$ cat config.mk
export PLATFORM = sky130hd
export DESIGN_NAME = game_controller
export DESIGN_NICKNAME = d
export VERILOG_FILES = /design/src/rtl/game_controller.sv
export SDC_FILE = /design/constraint.sdc
export NUM_CORES = 1
export LEC_CHECK = 0
export ABC_AREA = 1
export BUFFER_PORTS_ARGS = -buffer_cell sky130_fd_sc_hd__buf_2
export CORE_ASPECT_RATIO = 0.7
export CORE_MARGIN = 2
export CORE_UTILIZATION = 40
export DETAILED_ROUTE_END_ITERATION = 10
export PLACE_DENSITY = 0.69
export SYNTH_ARGS = -nofsm -noshare
export SYNTH_HDL_FRONTEND = slang
export SYNTH_SLANG_ARGS = --single-unit
$ cat constraint.sdc
create_clock -name i_clk -period 1.5 [get_ports i_clk]
set_input_delay 0.075 -clock i_clk [delete_from_list [all_inputs] [get_ports i_clk]]
set_output_delay 0.075 -clock i_clk [all_outputs]
set_load 0.01 [all_outputs]
$ cat src/rtl/game_controller.sv
// rtl/game_controller.sv - tic-tac-toe engine: board, turn, win/draw detection, BCD scores
module game_controller #(
    parameter logic [3:0] SCORE_MAX    = 4'd9,
    parameter logic       FIRST_PLAYER = 1'b0
) (
    input  logic       i_clk,
    input  logic       i_rst,
    input  logic       i_key_valid,
    input  logic [3:0] i_key_code,
    input  logic       i_new_game,
    output logic [8:0] o_x,
    output logic [8:0] o_o,
    output logic       o_turn,
    output logic       o_game_over,
    output logic [1:0] o_winner,
    output logic [7:0] o_win_lines,
    output logic [3:0] o_score_x,
    output logic [3:0] o_score_o,
    output logic       o_move_err
);

    typedef enum logic [2:0] {
        S_PLAY  = 3'd0,
        S_CHECK = 3'd1,
        S_XWIN  = 3'd2,
        S_OWIN  = 3'd3,
        S_DRAW  = 3'd4
    } state_t;

    state_t     r_state;
    logic [8:0] r_x;
    logic [8:0] r_o;
    logic       r_turn;
    logic       r_mover;
    logic       r_next_first;
    logic [1:0] r_winner;
    logic [7:0] r_win_lines;
    logic [3:0] r_score_x;
    logic [3:0] r_score_o;
    logic       r_move_err;
    logic       r_game_over;

    state_t     w_state_nxt;
    logic [8:0] w_x_nxt;
    logic [8:0] w_o_nxt;
    logic       w_turn_nxt;
    logic       w_mover_nxt;
    logic       w_next_first_nxt;
    logic [1:0] w_winner_nxt;
    logic [7:0] w_win_lines_nxt;
    logic [3:0] w_score_x_nxt;
    logic [3:0] w_score_o_nxt;
    logic       w_move_err_nxt;
    logic       w_game_over_nxt;

    logic       w_code_ok;
    logic [3:0] w_cell;
    logic [8:0] w_cell_mask;
    logic       w_cell_free;
    logic [8:0] w_mover_board;
    logic [7:0] w_lines;

    // All eight three-in-a-row patterns of one player's board.
    function automatic logic [7:0] f_lines(input logic [8:0] b);
        logic [7:0] l;
        l[0] = b[0] & b[1] & b[2];
        l[1] = b[3] & b[4] & b[5];
        l[2] = b[6] & b[7] & b[8];
        l[3] = b[0] & b[3] & b[6];
        l[4] = b[1] & b[4] & b[7];
        l[5] = b[2] & b[5] & b[8];
        l[6] = b[0] & b[4] & b[8];
        l[7] = b[2] & b[4] & b[6];
        return l;
    endfunction

    assign w_code_ok     = (i_key_code != 4'd0) && (i_key_code <= 4'd9);
    assign w_cell        = i_key_code - 4'd1;
    assign w_cell_mask   = w_code_ok ? (9'd1 << w_cell) : 9'd0;
    assign w_cell_free   = w_code_ok && (((r_x | r_o) & w_cell_mask) == 9'd0);
    assign w_mover_board = r_mover ? r_o : r_x;
    assign w_lines       = f_lines(w_mover_board);

    // State and registered outputs; reset clears everything including scores.
    always_ff @(posedge i_clk) begin
        if (i_rst) begin
            r_state      <= S_PLAY;
            r_x          <= 9'd0;
            r_o          <= 9'd0;
            r_turn       <= FIRST_PLAYER;
            r_mover      <= FIRST_PLAYER;
            r_next_first <= ~FIRST_PLAYER;
            r_winner     <= 2'b00;
            r_win_lines  <= 8'd0;
            r_score_x    <= 4'd0;
            r_score_o    <= 4'd0;
            r_move_err   <= 1'b0;
            r_game_over  <= 1'b0;
        end else begin
            r_state      <= w_state_nxt;
            r_x          <= w_x_nxt;
            r_o          <= w_o_nxt;
            r_turn       <= w_turn_nxt;
            r_mover      <= w_mover_nxt;
            r_next_first <= w_next_first_nxt;
            r_winner     <= w_winner_nxt;
            r_win_lines  <= w_win_lines_nxt;
            r_score_x    <= w_score_x_nxt;
            r_score_o    <= w_score_o_nxt;
            r_move_err   <= w_move_err_nxt;
            r_game_over  <= w_game_over_nxt;
        end
    end

    // Next-state logic; new_game overrides any move and discards a pending CHECK result.
    always_comb begin
        w_state_nxt      = r_state;
        w_x_nxt          = r_x;
        w_o_nxt          = r_o;
        w_turn_nxt       = r_turn;
        w_mover_nxt      = r_mover;
        w_next_first_nxt = r_next_first;
        w_winner_nxt     = r_winner;
        w_win_lines_nxt  = r_win_lines;
        w_score_x_nxt    = r_score_x;
        w_score_o_nxt    = r_score_o;
        w_move_err_nxt   = 1'b0;

        if (i_new_game) begin
            w_state_nxt      = S_PLAY;
            w_x_nxt          = 9'd0;
            w_o_nxt          = 9'd0;
            w_winner_nxt     = 2'b00;
            w_win_lines_nxt  = 8'd0;
            w_turn_nxt       = r_next_first;
            w_next_first_nxt = ~r_next_first;
        end else begin
            case (r_state)
                S_PLAY: begin
                    if (i_key_valid) begin
                        if (w_cell_free) begin
                            if (r_turn) w_o_nxt = r_o | w_cell_mask;
                            else        w_x_nxt = r_x | w_cell_mask;
                            w_mover_nxt = r_turn;
                            w_state_nxt = S_CHECK;
                        end else begin
                            w_move_err_nxt = 1'b1;
                        end
                    end
                end
                S_CHECK: begin
                    // A completed line wins even when the board is also full.
                    if (w_lines != 8'd0) begin
                        w_win_lines_nxt = w_lines;
                        if (r_mover) begin
                            w_winner_nxt = 2'b10;
                            w_state_nxt  = S_OWIN;
                            if (r_score_o < SCORE_MAX) w_score_o_nxt = r_score_o + 4'd1;
                        end else begin
                            w_winner_nxt = 2'b01;
                            w_state_nxt  = S_XWIN;
                            if (r_score_x < SCORE_MAX) w_score_x_nxt = r_score_x + 4'd1;
                        end
                    end else if ((r_x | r_o) == 9'h1FF) begin
                        w_winner_nxt = 2'b11;
                        w_state_nxt  = S_DRAW;
                    end else begin
                        w_turn_nxt  = ~r_mover;
                        w_state_nxt = S_PLAY;
                    end
                end
                S_XWIN, S_OWIN, S_DRAW: begin
                    if (i_key_valid) w_move_err_nxt = 1'b1;
                end
                default: w_state_nxt = S_PLAY;
            endcase
        end

        w_game_over_nxt = (w_state_nxt == S_XWIN) || (w_state_nxt == S_OWIN) ||
                          (w_state_nxt == S_DRAW);
    end

    assign o_x         = r_x;
    assign o_o         = r_o;
    assign o_turn      = r_turn;
    assign o_game_over = r_game_over;
    assign o_winner    = r_winner;
    assign o_win_lines = r_win_lines;
    assign o_score_x   = r_score_x;
    assign o_score_o   = r_score_o;
    assign o_move_err  = r_move_err;

endmodule

# Word level (Yosys, flattened, before mapping)
# Index checks and enable logic that the tools add are counted.
classes:
  add_sub_neg: 3
  order_cmp: 3
  n_eq_ne: 10
  shifts: 1
  muxes: 20
  n_bitwise: 24
  n_reduce_logical: 20
ops:
  columns: ["cell", "count"]
  rows:
  - ["9-bit bitwise OR", 3]
  - ["9-bit 2-to-1 mux", 2]
  - ["1-bit bitwise AND", 16]
  - ["3-bit 2-to-1 mux", 5]
  - ["3-bit by 2-bit equality test with 1-bit output (second input constant)", 4]
  - ["4-bit AND reduction", 3]
  - ["5-bit AND reduction", 2]
  - ["9-bit bitwise AND", 1]
  - ["9-bit equality test (second input constant)", 1]
  - ["9-bit logical NOT", 1]
  - ["3-bit case mux with 3 select lines", 1]
  - ["1-bit by 4-bit left shift with 9-bit output (first input constant)", 1]
  - ["4-bit by 1-bit adder with 4-bit output (second input constant)", 2]
  - ["4-bit < comparator (second input constant)", 2]
  - ["1-bit 2-to-1 mux", 8]
  - ["8-bit nonzero test", 1]
  - ["3-bit equality test (second input constant)", 2]
  - ["2-bit 2-to-1 mux", 3]
  - ["4-bit <= comparator (second input constant)", 1]
  - ["2-bit inequality test (second input constant)", 2]
  - ["1-bit inverter", 4]
  - ["2-bit AND reduction", 2]
  - ["2-bit nonzero test", 2]
  - ["4-bit nonzero test", 1]
  - ["9 further kinds", 11]
totals:
  ff_bits: 44
  input_bits: 8

# Logic depth before layout (Yosys ltp)
# Gate-level depths: netlist of the first run.
depth:
  word_depth: 13
  ltp_mapped: 14
  ltp_nobuf: 12

# Worst setup path after synthesis of the first run
# Ideal clock, no wire load.
synth_timing:
  path_kind: "register to register"
  start: "register r_mover"
  end: "register r_winner[0], in the netlist o_winner[0]"
  t_arrival_ns: 1.402
  required_time_ns: 1.377
  setup_slack_ns: -0.024
  stages_incl_launch_ff: 12
  path_buffers: 2
  synth_period_minus_slack_ns: 1.524
  cell_sequence: "dfxtp_1 -> inv_2 -> buf_6 -> nand2_1 -> nand2_1 -> nand3_1 -> nand2_1 -> nor2_1 -> nand2_2 -> buf_4 -> a21oi_1 -> a21oi_1"
synth_between:
  elab_chain_cells: 6
  elab_cells_between_ends: 22
  classes_between: "mux: 3; bitwise: 16; reduce/logical: 3"
synth_lines:
  columns: ["item", "line", "text"]
  rows:
  - ["from (decl)", "34", "logic r_mover;"]
  - ["from (signal assigned)", "104", "r_mover <= w_mover_nxt;"]
  - ["9-bit 2-to-1 mux", "81", "assign w_mover_board = r_mover ? r_o : r_x;"]
  - ["1-bit bitwise AND, or another cell as far along (2 in series)", "66", "l[0] = b[0] & b[1] & b[2];"]
  - ["8-bit nonzero test", "153", "if (w_lines != 8'd0) begin"]
  - ["2-bit nonzero test (no line)", null, null]
  - ["2-bit AND reduction (no line)", null, null]
  - ["to (signal assigned)", "106", "r_winner <= w_winner_nxt;"]
  - ["to (decl)", "36", "logic [1:0] r_winner;"]
# Parallel ways exist; a longest one is shown, timed or not.
# A chain may end at the register's enable or synchronous reset.

# Worst setup path in the final report of the first run
layout_timing:
  start: "register r_mover"
  end: "register r_win_lines[3], in the netlist o_win_lines[3]"
layout_between:
  elab_chain_cells: 5
  elab_cells_between_ends: 19
  classes_between: "mux: 1; bitwise: 16; reduce/logical: 2"
layout_lines:
  columns: ["item", "line", "text"]
  rows:
  - ["9-bit 2-to-1 mux (*)", "81", null]
  - ["1-bit bitwise AND, or another cell as far along (2 in series)", "66", null]
  - ["8-bit nonzero test", "153", null]
  - ["2-bit AND reduction (no line)", null, null]
  - ["to (signal assigned)", "107", "r_win_lines <= w_win_lines_nxt;"]
  - ["to (decl)", "37", "logic [7:0] r_win_lines;"]
# Every way passes the cells marked *; elsewhere a longest branch is shown, timed or not.

==> results of run 1 <==
==> final timing paths <==
path | endpoint | slack (ps) | cells past startpoint
hold / removal | o_move_err | 60 | 3
setup reg to reg | o_win_lines[3] | -170 | 12
setup / recovery | o_win_lines[3] | -170 | 12
hold reg to reg | o_winner[1] | 450 | 2
==> sequential cells by signal, summed over array words and instances (netlist names) <==
signal        count
r_mover           1
o_o               9
o_move_err        1
o_x               9
r_state           3
o_game_over       1
o_win_lines       8
o_turn            1
o_score_o         4
o_score_x         4
o_winner          2
r_next_first      1
==> cell usage in the layout, fill, tap and decap left out, types with 8 or more instances in the layout <==
master | synthesis | layout
sky130_fd_sc_hd__nand4_1 | 27 | 27
sky130_fd_sc_hd__nand2_2 | 1 | 24
sky130_fd_sc_hd__buf_4 | 2 | 49
sky130_fd_sc_hd__a21oi_2 | 0 | 9
sky130_fd_sc_hd__dfxtp_1 | 44 | 29
sky130_fd_sc_hd__a21oi_1 | 32 | 23
sky130_fd_sc_hd__nand3_4 | 0 | 8
sky130_fd_sc_hd__inv_1 | 52 | 40
sky130_fd_sc_hd__dfxtp_2 | 0 | 10
sky130_fd_sc_hd__nand2_4 | 1 | 18
sky130_fd_sc_hd__nand3_2 | 0 | 11
sky130_fd_sc_hd__nand2_1 | 88 | 46
sky130_fd_sc_hd__nor2_1 | 47 | 42
sky130_fd_sc_hd__inv_2 | 2 | 9
sky130_fd_sc_hd__buf_2 | 2 | 46
==> layer usage <==
| layer | vias up | GRT usage, % | part of all wire (%) |
|---|---|---|---|
| met1 | 1300 | 31.9 | 43 |
| met3 | 32 | 5.92 | 7.4 |
| met5 | - | 0 | 0 |
| met4 | 0 | 7.97 | 2.7 |
| met2 | 144 | 34.6 | 46 |
| li1 | 1337 | - | - |
==> cell families after synthesis <==
| group | count (synthesis) |
|---|---|
| xor gates and xnor gates | 2 |
| DFF | 44 |
| AOI/OAI and AO/OA | 41 |
| adders and majority gates | 4 |
| buffers and inverters | 68 |
| and+or+nand+nor | 194 |
==> timing repair <==
| item | CTS | global route |
|---|---|---|
| buffers inserted | 6 | 17 |
| setup endpoints to repair | 27 | 43 |
| gates cloned | 1 | 3 |
| pin swaps | 21 | 33 |
| resized for setup | 44 | 115 |
| endpoints found under the hold margin | 0 | 0 |
==> power by group through the flow <==
stage	clock network (mW)	logic (mW)	registers, mW
final	0.787	0.275	1.18
after CTS	0.785	0.205	1.18
after floorplan	0	0.112	1.21
after global placement	0	0.195	1.21
after global routing	0.847	0.296	1.18
after detailed placement	0	0.198	1.21
==> cell type report <==
cell class / count / share of cell area, %
multi-input combinational: 242 / 43.1
sequential: 44 / 24.7
timing repair buffer: 106 / 20.9
inverter: 57 / 6.40
tap: 72 / 2.44
clock buffer: 6 / 2.24
clock inverter: 2 / 0.271
==> through the flow <==
stage | std cells | setup slack (ps) | util [%] | hold slack [ps]
floorplan | 353 | -8.68 | - | 175
global placement | 494 | -177 | 52.4 | 352
detailed placement | 494 | -278 | 52.4 | 350
CTS | 509 | -22.0 | 57.9 | 31.9
global route | 529 | -254 | 68.8 | 54.4
finish | 529 | -171 | 68.8 | 57.0
==> critical path, delay by kind of cell, from the launching register on <==
family / cells / cell delay, ps
and+or+nand+nor: 9 / 880
DFF: 1 / 410
buffers and inverters: 2 / 260
AOI/OAI and AO/OA: 1 / 30
==> run summary, run 1 <==
The signed area change from the synthesized netlist to the final layout is 61.5%. The area of placed instances came out at 0.00282 mm². The number of DRC markers after the initial detailed-route iteration came out at 226. The total area inside the core boundary comes to 0.00537 mm².

The launch point of the critical path is r_mover. The floorplan step defined a die boundary enclosing 0.00635 mm². The total routed wirelength is 8160 µm. Traced cell by cell, the critical path runs through buf_6 -> nand2_2 -> nand2_4 -> nand3_4 -> nand2_4 -> nor2_4 -> nand2_4 -> nand2_8 -> buf_6 -> nand2_4 -> nand2_2 -> a21oi_2. The yosys synthesis warning count came out at 0.

The clock network power share came out at 35.2%. The mapped netlist covers 0.00229 mm². The path class of the tightest hold or removal check is in2reg. The cell type with the highest occurrence count on the critical path is sky130_fd_sc_hd__nand2_4. Of the total synthesized cell area, the portion taken by AND, OR, NAND and NOR gates is 37.3%.

The net switching power figure came out at 0.597 mW. The number of setup violations in the final report came out at 43. The first-pass GRT wire length came out at 11200 µm.

The final HPWL from detailed placement came out at 4810 µm. The post-synthesis net count came out at 365. The final routed wire length divided by cell count is 15.4 µm. The final reports fail on setup timing. The source-to-sink clock delay at the later pin of the worst-skew pair came out at 310 ps. The H-tree was split into 2 levels.

At the worst endpoint, the arrival time is 1880 ps. The fraction of the cycle the final worst path needs is 111%. sky130_fd_sc_hd__dfxtp_1 takes more of the synthesized area than any other cell. The clock sink count is 44.

The xor and xnor fraction of the mapped netlist area came out at 0.766%. Once detail routing completed, the nets flagged for antenna violations numbered 0. The critical path is of the reg2reg type. The total routing resource utilization after global routing is 22.9%.

The type of element capturing the critical path is a flip-flop. The floorplan step set the die height to 67.3 µm. The number of buffers on the longest clock path came out at 2.

The worst register-to-register path begins at r_mover. Sorting the synthesized cells by area gives the leading types as sky130_fd_sc_hd__dfxtp_1, sky130_fd_sc_hd__nand2_1, sky130_fd_sc_hd__inv_1. In this run the core area contains 22 standard-cell rows. The largest vdd supply drop came out at 0.000366 V.

The power consumption came out at 2.24 mW. The register cell area after layout came out at 912 µm². Summing over every cut layer, the via total after detailed routing is 2813. After filler insertion, the fill cell instance count of the layout stands at 448. The share of total power dissipated in combinational logic is 12.3%.

The root buffer cell chosen for the clock tree is sky130_fd_sc_hd__clkbuf_8. Max-cap violations in this run came to 0. The number of iterations in the first detailed-routing pass came out at 5. The stage delay of the slowest cell on the critical path is 410 ps. The total negative slack is -4830 ps. The number of global-route vias before repair is 2438.

The portion of total power attributed to sequential cells is 52.5%. The number of CTS-inserted buffers is 5. The worst setup path is launched from a flip-flop. The die extent in x is 94.4 µm. The initial utilization of the core area, before any placement, comes to 42.6%. The final routed DRC violation total is 0. Pin placement for this block handled 47 I/O pins. The cell count after synthesis came out at 353. The top cell type's share of synthesized area came out at 38.5%. The number of antenna violations at the first check in global routing is 0. The final clock skew is 8.71 ps. The maximum fanout count along the critical path is 6. The count of endpoints failing hold in the final timing report is 0.

The compound-cell area share of the yosys netlist came out at 9.03%. The proportion of layout cells with a drive suffix above 1 is 49.0%. In this run the power density over the cells is 606 mW/mm². After synthesis, the largest family of logic cells by area is simple AND/OR/NAND/NOR gates. The clock transition at the registers of the reported paths is 80 ps. TritonCTS built the clock tree. The flow ran to the end, but the final reports show violations. The adder-cell share of the synthesized area came out at 2.19%. The multi-input logic area is 0.00159 mm². Internal power comes to 1.64 mW. The number of buffers inserted for hold repair after clock tree synthesis came out at 0. The number of nets in the layout is 468. The number of flops mapped to enable cells by yosys is 0. Yosys instantiated no cell more often than sky130_fd_sc_hd__nand2_1. Across all setup checks in the final design, the least slack found is -171 ps.

The max-slew violation total from the final report came out at 0. Net switching is 26.7% of the power. The worst hold path begins at i_key_valid. On the critical path, the stage with the largest delay is an instance of sky130_fd_sc_hd__dfxtp_4.

The average vias per placed instance is 5.32. The proportion of register bits with asynchronous set or reset after synthesis is 0%. The relative slew slack came out at 76.4%. The total overflow left after global routing is 0.

The final non-filler cell area came out at 0.00369 mm². The number of I/O port buffers is 46. The slew at the pin with the worst max-slew slack came out at 352 ps. The portion of netlist area occupied by mux cells is 0%. Setup repair after global routing could not meet its margin everywhere. STA puts the critical path data required time at 1710 ps. Derived from the worst setup path, the maximum achievable clock frequency is 598 MHz.

Counting flops and latches in the post-synthesis netlist gives 44. The dominant register cell in the synthesized netlist is sky130_fd_sc_hd__dfxtp_1. The commonest cells after synthesis are sky130_fd_sc_hd__nand2_1, sky130_fd_sc_hd__inv_1, sky130_fd_sc_hd__nor2_1, sky130_fd_sc_hd__dfxtp_1, sky130_fd_sc_hd__a21oi_1. The mean instance size in the synthesized netlist came out at 6.48 µm².

The leakage power summed over all cells came out at 1.76 nW. The last weighted congestion value of the routability-driven placer came out at 0.954. Entering global routing, the biggest net connects 20 pins. The number of inserted diodes is 0.

Synthesis instantiated 24 different standard cells from the library. The sequential fraction of the synthesis area is 38.5%. After layout, the minimum clock period comes to 1670 ps.
Note: power is estimated with default switching activity, not from simulation.
==> run 2: changes to the inputs <==
--- a/config.mk
+++ b/config.mk
@@ -8,7 +8,7 @@
 export ABC_AREA = 1
 export BUFFER_PORTS_ARGS = -buffer_cell sky130_fd_sc_hd__buf_2
 export CORE_ASPECT_RATIO = 0.7
-export CORE_MARGIN = 2
+export CORE_MARGIN = 10
 export CORE_UTILIZATION = 40
 export DETAILED_ROUTE_END_ITERATION = 10
 export PLACE_DENSITY = 0.69
==> run summary, run 2 (synthesized netlist as in run 1, its figures left out) <==
The area enclosed by the die boundary came to 0.00919 mm² (+45%). The number of iterations in the first detailed-routing pass is 5 (unchanged). The worst setup path is launched from a flip-flop.

The TritonCTS clock tree is done. The number of nets in the layout came out at 478 (+2.1%). The placement row count came to 22 (unchanged). The time the final worst path needs with I/O delays and setup came out at 1590 ps (-80.4 ps). The worst slack at placement came to -238 ps (+39.3 ps). The library cell used most frequently in the layout, excluding fill and tap cells, is sky130_fd_sc_hd__buf_4.

In this run the clock root is driven by a sky130_fd_sc_hd__clkbuf_8. The number of I/O pins is 47 (unchanged). The signal on the critical path passes through buf_6 -> nand2_4 -> nand2_4 -> nand3_4 -> nand2_4 -> nor2_4 -> nand2_4 -> nand2_8 -> inv_8 -> nand2_1 -> nand2_1 -> nor2_1. The number of DRC markers after the initial detailed-route iteration came out at 186 (-18%). The post-route worst setup slack came out at -90.7 ps (+80.4 ps).

The slew at the pin with the worst max-slew slack came to 337 ps (-14.7 ps). The final clock skew came out at 9.08 ps (+0.370 ps). The class of the tightest hold or removal check is in2reg.

The max-slew violation total from the final report came out at 0 (unchanged). The number of I/O port buffers came out at 46 (unchanged). The leakage power summed over all cells is 1.75 nW (-0.54%).

Setup repair after global routing could not meet its margin everywhere. The first-pass GRT wire length is 11800 µm (+4.8%). The source-to-sink clock delay at the later pin of the worst-skew pair came out at 310 ps (about the same). The worst path arrival time is 1840 ps (-40 ps). The signed area change from the synthesized netlist to the final layout came out at 58.8%.

The average vias per placed instance is 5.04 (-5.3%). The worst setup path is of the reg2reg kind. The critical-path cell with the highest stage delay is sky130_fd_sc_hd__dfxtp_4. The global route total overflow is 0 (unchanged).

The cell type with the highest occurrence count on the critical path is sky130_fd_sc_hd__nand2_4. STA classifies the critical path endpoint as a flip-flop. The initial core utilization is 42.4% (-0.22 points). The total routing resource utilization after global routing came to 15.5% (-7.4 points). The stage delay of the slowest cell on the critical path came to 380 ps (-30 ps).

The overall die height is 83.3 µm (+24%). The core footprint came out at 0.00540 mm² (+0.51%). The gate family responsible for the most delay along the worst path is simple AND/OR/NAND/NOR gates.

The number of buffers inserted for hold repair after clock tree synthesis came out at 0 (unchanged). The clock sink count is 44 (unchanged). The max-cap violation count is 0 (unchanged). The clock transition at the registers of the reported paths was 90 ps (about the same). The fraction of the cycle the final worst path needs came out at 106% (-5.4 points). In the layout the commonest cells are sky130_fd_sc_hd__buf_4, sky130_fd_sc_hd__nand2_1, sky130_fd_sc_hd__buf_2. The fill cell instance count of the final layout is 457 (+2.0%).

The maximum fanout count along the critical path is 7 (+1). The checks that failed: setup timing. The areal power density over the cells is 620 mW/mm² (+2.3%). The final routed wire length divided by cell count is 15.0 µm (-2.6%).

The number of CTS-inserted buffers is 5 (unchanged). The via count is 2715 (-3.5%). The data required time at the worst endpoint is 1750 ps (+40 ps).

The number of global-route vias before repair is 2512 (+3.0%). The proportion of layout cells with a drive suffix above 1 was 46.5% (-2.5 points). The maximum clock frequency was 629 MHz (+5.1%).

The largest vdd supply drop came out at 0.000386 V (+5.5%). The flow ran to the end, but the final reports show violations. The final HPWL from detailed placement was 5220 µm (+8.5%). The last weighted congestion value of the routability-driven placer is 0.919 (-3.7%). The total routed wirelength is 8100 µm (-0.71%). The combined buffer and inverter count along the critical path came to 2 (unchanged).

The maximum number of pins on one net before global-route repair is 20 (unchanged). The final routed DRC violation total came to 0 (unchanged). The final antenna-violating net count came out at 0 (unchanged). The post-route worst hold slack came to 26.3 ps (-30.7 ps). The count of endpoints failing hold in the final timing report is 0 (unchanged).

The number of buffers on the longest clock path is 2 (unchanged). The relative slew slack is 77.4% (+1.0 points). The number of setup violations in the final report was 39 (-9.3%). The number of inserted diodes came out at 0 (unchanged).

The die extent in x is 110 µm (+17%). The power consumption is 2.25 mW (+0.59%). The number of levels the H-tree was split into came out at 2 (unchanged). The number of antenna violations at the first check in global routing came to 0 (unchanged).
-- run 2: final timing paths --
check / startpoint / end / slack (ps) / cells after the start
hold / removal: i_key_valid / o_move_err / 30 / 3
setup reg to reg: r_mover / o_win_lines[4] / -90 / 12
hold reg to reg: o_winner[1] / o_winner[1] / 450 / 2
setup / recovery: r_mover / o_win_lines[4] / -90 / 12
-- run 2: final cells by class --
class / count / area [µm²] / share of cell area (%)
Sequential cell: 44 / 903 / 24.9
Multi-Input combinational cell: 242 / 1490 / 41.0
Clock buffer: 7 / 86.3 / 2.38
Clock inverter: 1 / 7.51 / 0.207
Timing Repair Buffer: 115 / 818 / 22.5
Timing Repair inverter: 1 / 6.26 / 0.172
Tap cell: 72 / 90.1 / 2.48
Inverter: 57 / 229 / 6.31
-- run 2: per-layer routing --
| layer | up-vias | track usage, % | share of wire [%] |
|---|---|---|---|
| met5 | - | 0 | 0 |
| met4 | 0 | 3.01 | 1.6 |
| met3 | 12 | 6.33 | 7.5 |
| met2 | 90 | 22.3 | 45 |
| met1 | 1251 | 21.0 | 46 |
| li1 | 1362 | - | - |
-- run 2: metrics by stage --
step | cell area (µm²) | cells | setup TNS [ps] | util, %
2_1_floorplan | 2300 | 353 | -8.68 | -
3_3_place_gp | 2900 | 505 | -2480 | 53.7
3_5_place_dp | 2900 | 505 | -3280 | 53.7
4_1_cts | 3230 | 521 | -28.9 | 59.9
5_1_grt | 3630 | 539 | -4920 | 67.3
6_report | 3630 | 539 | -1710 | 67.3
-- run 2: what timing repair did --
| action | CTS | global route |
|---|---|---|
| endpoints found under the setup margin | 29 | 43 |
| resized for setup | 51 | 76 |
| gates cloned | 2 | 2 |
| pin swaps | 14 | 35 |
| setup buffers | 6 | 16 |
-- run 2: tightest hold or removal path: stages --
cell and delay (ps):
sky130_fd_sc_hd__buf_2 110, sky130_fd_sc_hd__nand2_1 60, sky130_fd_sc_hd__a31oi_1 50
-- run 2: power breakdown --
part	internal (mW)	leakage (nW)	switching (mW)
registers	1.17	0.363	0.00643
clock network	0.375	0.0445	0.436
logic	0.102	1.35	0.159
total	1.65	1.75	0.602
==> run 3: changes to the inputs <==
--- a/config.mk
+++ b/config.mk
@@ -7,10 +7,9 @@
 export LEC_CHECK = 0
 export ABC_AREA = 1
 export BUFFER_PORTS_ARGS = -buffer_cell sky130_fd_sc_hd__buf_2
-export CORE_ASPECT_RATIO = 0.7
-export CORE_MARGIN = 10
 export CORE_UTILIZATION = 40
 export DETAILED_ROUTE_END_ITERATION = 10
+export GPL_TIMING_DRIVEN = 0
 export PLACE_DENSITY = 0.69
 export SYNTH_ARGS = -nofsm -noshare
 export SYNTH_HDL_FRONTEND = slang
==> run summary, run 3 (synthesized netlist as in run 1, its figures left out) <==
TritonCTS built the clock tree. The max-cap violation count was 0 (unchanged). The total negative slack is -3020 ps (-1310 ps). The cell that appears most often on the critical path is sky130_fd_sc_hd__buf_4. Leaving out fill and tap cells, the most frequent cell in the layout is sky130_fd_sc_hd__nand2_1. The number of buffers on the longest clock path came out at 2 (unchanged). STA classifies the critical path endpoint as a flip-flop. The global route total overflow is 0 (unchanged). The cell depth of the worst hold path came out at 3 (unchanged). The stage delay of the slowest cell on the critical path is 370 ps (about the same).

The count of endpoints failing hold in the final timing report is 0 (unchanged). The number of I/O pins is 47 (unchanged). The data required time at the worst endpoint was 1730 ps (-20 ps). The via count is 2680 (-1.3%). The number of levels the H-tree was split into is 2 (unchanged). The average vias per placed instance is 5.22 (+3.7%). The number of DRC markers after the initial detailed-route iteration was 152 (-18%). The fraction of the cycle the final worst path needs is 112% (+5.9 points). The final routed DRC violation total came out at 0 (unchanged). The proportion of layout cells with a drive suffix above 1 is 47.6% (+1.2 points).

Traced cell by cell, the critical path runs through inv_4 -> buf_8 -> nand2_2 -> nand2_2 -> nand3_2 -> buf_4 -> buf_4 -> buf_4 -> buf_4 -> buf_4 -> a21oi_2. The maximum clock frequency came out at 596 MHz (-5.2%). The critical path in this run is classified as reg2reg. The fill cell instance count of the final layout came out at 473 (+3.5%). The number of buffers inserted for hold repair after clock tree synthesis is 0 (unchanged).

The placement row count came out at 27 (+23%). The final clock skew came to 4.95 ps (-4.14 ps). The maximum fanout count along the critical path came out at 6 (-1). The number of I/O port buffers came out at 46 (unchanged). The total routed wirelength was 7400 µm (-8.6%). The initial core utilization came out at 41.5% (-0.86 points). The number of setup violations in the final report is 23 (-41%). The slew at the pin with the worst max-slew slack is 576 ps (+239 ps). The final HPWL from detailed placement came out at 4420 µm (-15%).

The worst path arrival time came out at 1910 ps (+70 ps). The area of placed instances is 0.00262 mm² (-9.7%). The number of iterations in the first detailed-routing pass is 5 (unchanged). The die extent in x came out at 77.6 µm (-30%). The core footprint came out at 0.00551 mm² (+2.1%).

The time the final worst path needs with I/O delays and setup is 1680 ps (+87.8 ps). The post-route worst setup slack came out at -178 ps (-87.8 ps). The library cells used most frequently in the layout, excluding fill and tap cells, are sky130_fd_sc_hd__nand2_1, sky130_fd_sc_hd__buf_2, sky130_fd_sc_hd__inv_1. The number of antenna violations at the first check in global routing was 0 (unchanged). The number of global-route vias before repair is 2419 (-3.7%).

The total routing resource utilization after global routing is 22.8% (+7.3 points). The flow ran to the end, but the final reports show violations. The post-layout utilization of the core came out at 62.3% (-5.0 points). The number of CTS-inserted buffers is 5 (unchanged).

The last weighted congestion value of the routability-driven placer came to 0.965 (+5.1%). The signed area change from the synthesized netlist to the final layout is 50.1%. The first-pass GRT wire length is 10800 µm (-7.9%).

The maximum number of pins on one net before global-route repair was 13 (-35%). The largest vdd supply drop is 0.000384 V (-0.65%). Setup repair after global routing could not meet its margin everywhere. The relative slew slack came to 61.3% (-16 points).

The number of nets in the layout came out at 453 (-5.2%). The overall die height is 77.6 µm (-6.8%). The final routed wire length divided by cell count came out at 14.4 µm (-4.0%). The final antenna-violating net count is 0 (unchanged). The area enclosed by the die boundary is 0.00602 mm² (-34%). The number of inserted diodes came to 0 (unchanged).

In this run the worst hold path is classified as in2reg. On the critical path, the stage with the largest delay is an instance of sky130_fd_sc_hd__dfxtp_4. The final non-filler cell area was 0.00343 mm² (-5.5%).

The areal power density over the cells is 621 mW/mm² (+0.15%). The source-to-sink clock delay at the later pin of the worst-skew pair came out at 290 ps (-20 ps). The max-slew violation total from the final report is 0 (unchanged). STA classifies the critical path startpoint as a flip-flop. The checks that failed: setup timing. The leakage power summed over all cells is 1.59 nW (-9.2%). Clock tree synthesis selected as its root buffer the cell sky130_fd_sc_hd__clkbuf_8. The count of cells along the worst register-to-register path is 11 (-1). The clock transition at the registers of the reported paths came out at 80 ps (about the same). The clock sink count came out at 44 (unchanged).
-- run 3: cell count changes in the layout (fill, tap and decap cells not counted), moves of 2 or more --
cell	change
sky130_fd_sc_hd__clkbuf_16	-2
sky130_fd_sc_hd__nand3_1	-3
sky130_fd_sc_hd__nor2_1	-3
sky130_fd_sc_hd__clkbuf_1	+3
sky130_fd_sc_hd__nand2_8	-2
sky130_fd_sc_hd__a21oi_1	-9
sky130_fd_sc_hd__a21oi_2	+9
sky130_fd_sc_hd__nand2_1	-6
sky130_fd_sc_hd__nand3_4	+2
sky130_fd_sc_hd__nand2_2	+8
sky130_fd_sc_hd__buf_4	-31
sky130_fd_sc_hd__buf_6	+5
sky130_fd_sc_hd__nor2_2	+2
-- run 3: worst max-delay path: cells and delay by family, from the launching register on --
kind / cells / cell delay, ps
flip-flops: 1 / 370
AND/OR/NAND/NOR: 3 / 290
AO/OA/AOI/OAI: 1 / 110
buffers and inverters: 7 / 840
-- run 3: power by group --
group,switching [mW],internal (mW)
clock,0.392,0.317
combinational,0.163,0.0776
sequential,0.00743,1.17
-- run 3: area by class of cell --
class | count | area [µm²] | share of cell area, %
multi-input cells | 241 | 1540 | 44.9
flip-flops and latches | 44 | 901 | 26.2
repair buffers | 81 | 512 | 14.9
inverters | 57 | 221 | 6.45
well taps | 72 | 90.1 | 2.62
plain buffers | 11 | 88.8 | 2.59
clock buffers | 6 | 72.6 | 2.11
clock inverters | 1 | 5.00 | 0.146
-- run 3: path summary, 6_finish.rpt --
kind,endpoint,start,slack [ps]
max,o_win_lines[1],r_mover,-180
min,o_move_err,i_key_valid,40
min reg2reg,o_winner[0],o_winner[0],450
max reg2reg,o_win_lines[1],r_mover,-180
-- run 3: timing repair --
action | in CTS | in global routing
cloned | 2 | 2
buffers inserted | 20 | 11
gates resized for setup | 51 | 104
hold endpoints to repair | 0 | 0
pin swaps | 15 | 30
endpoints found under the setup margin | 33 | 43
-- run 3: per-stage QoR --
step	total power [mW]	setup slack, ps	std cells	hold slack, ps
final	2.13	-178	513	36.8
after global routing	2.21	-236	513	38.6
after CTS	2.08	-124	500	35.4
after detailed placement	1.38	-306	471	344
after global placement	1.38	-270	471	343
after floorplan	1.32	-8.68	353	175
-- run 3: routing by layer --
| layer | up-vias | GRT usage [%] | wire length (µm) |
|---|---|---|---|
| met4 | 0 | 9.25 | 163 |
| met2 | 131 | 37.2 | 3590 |
| met3 | 16 | 4.59 | 529 |
| li1 | 1310 | - | - |
| met5 | - | 0 | 0 |
| met1 | 1223 | 29.2 | 3120 |
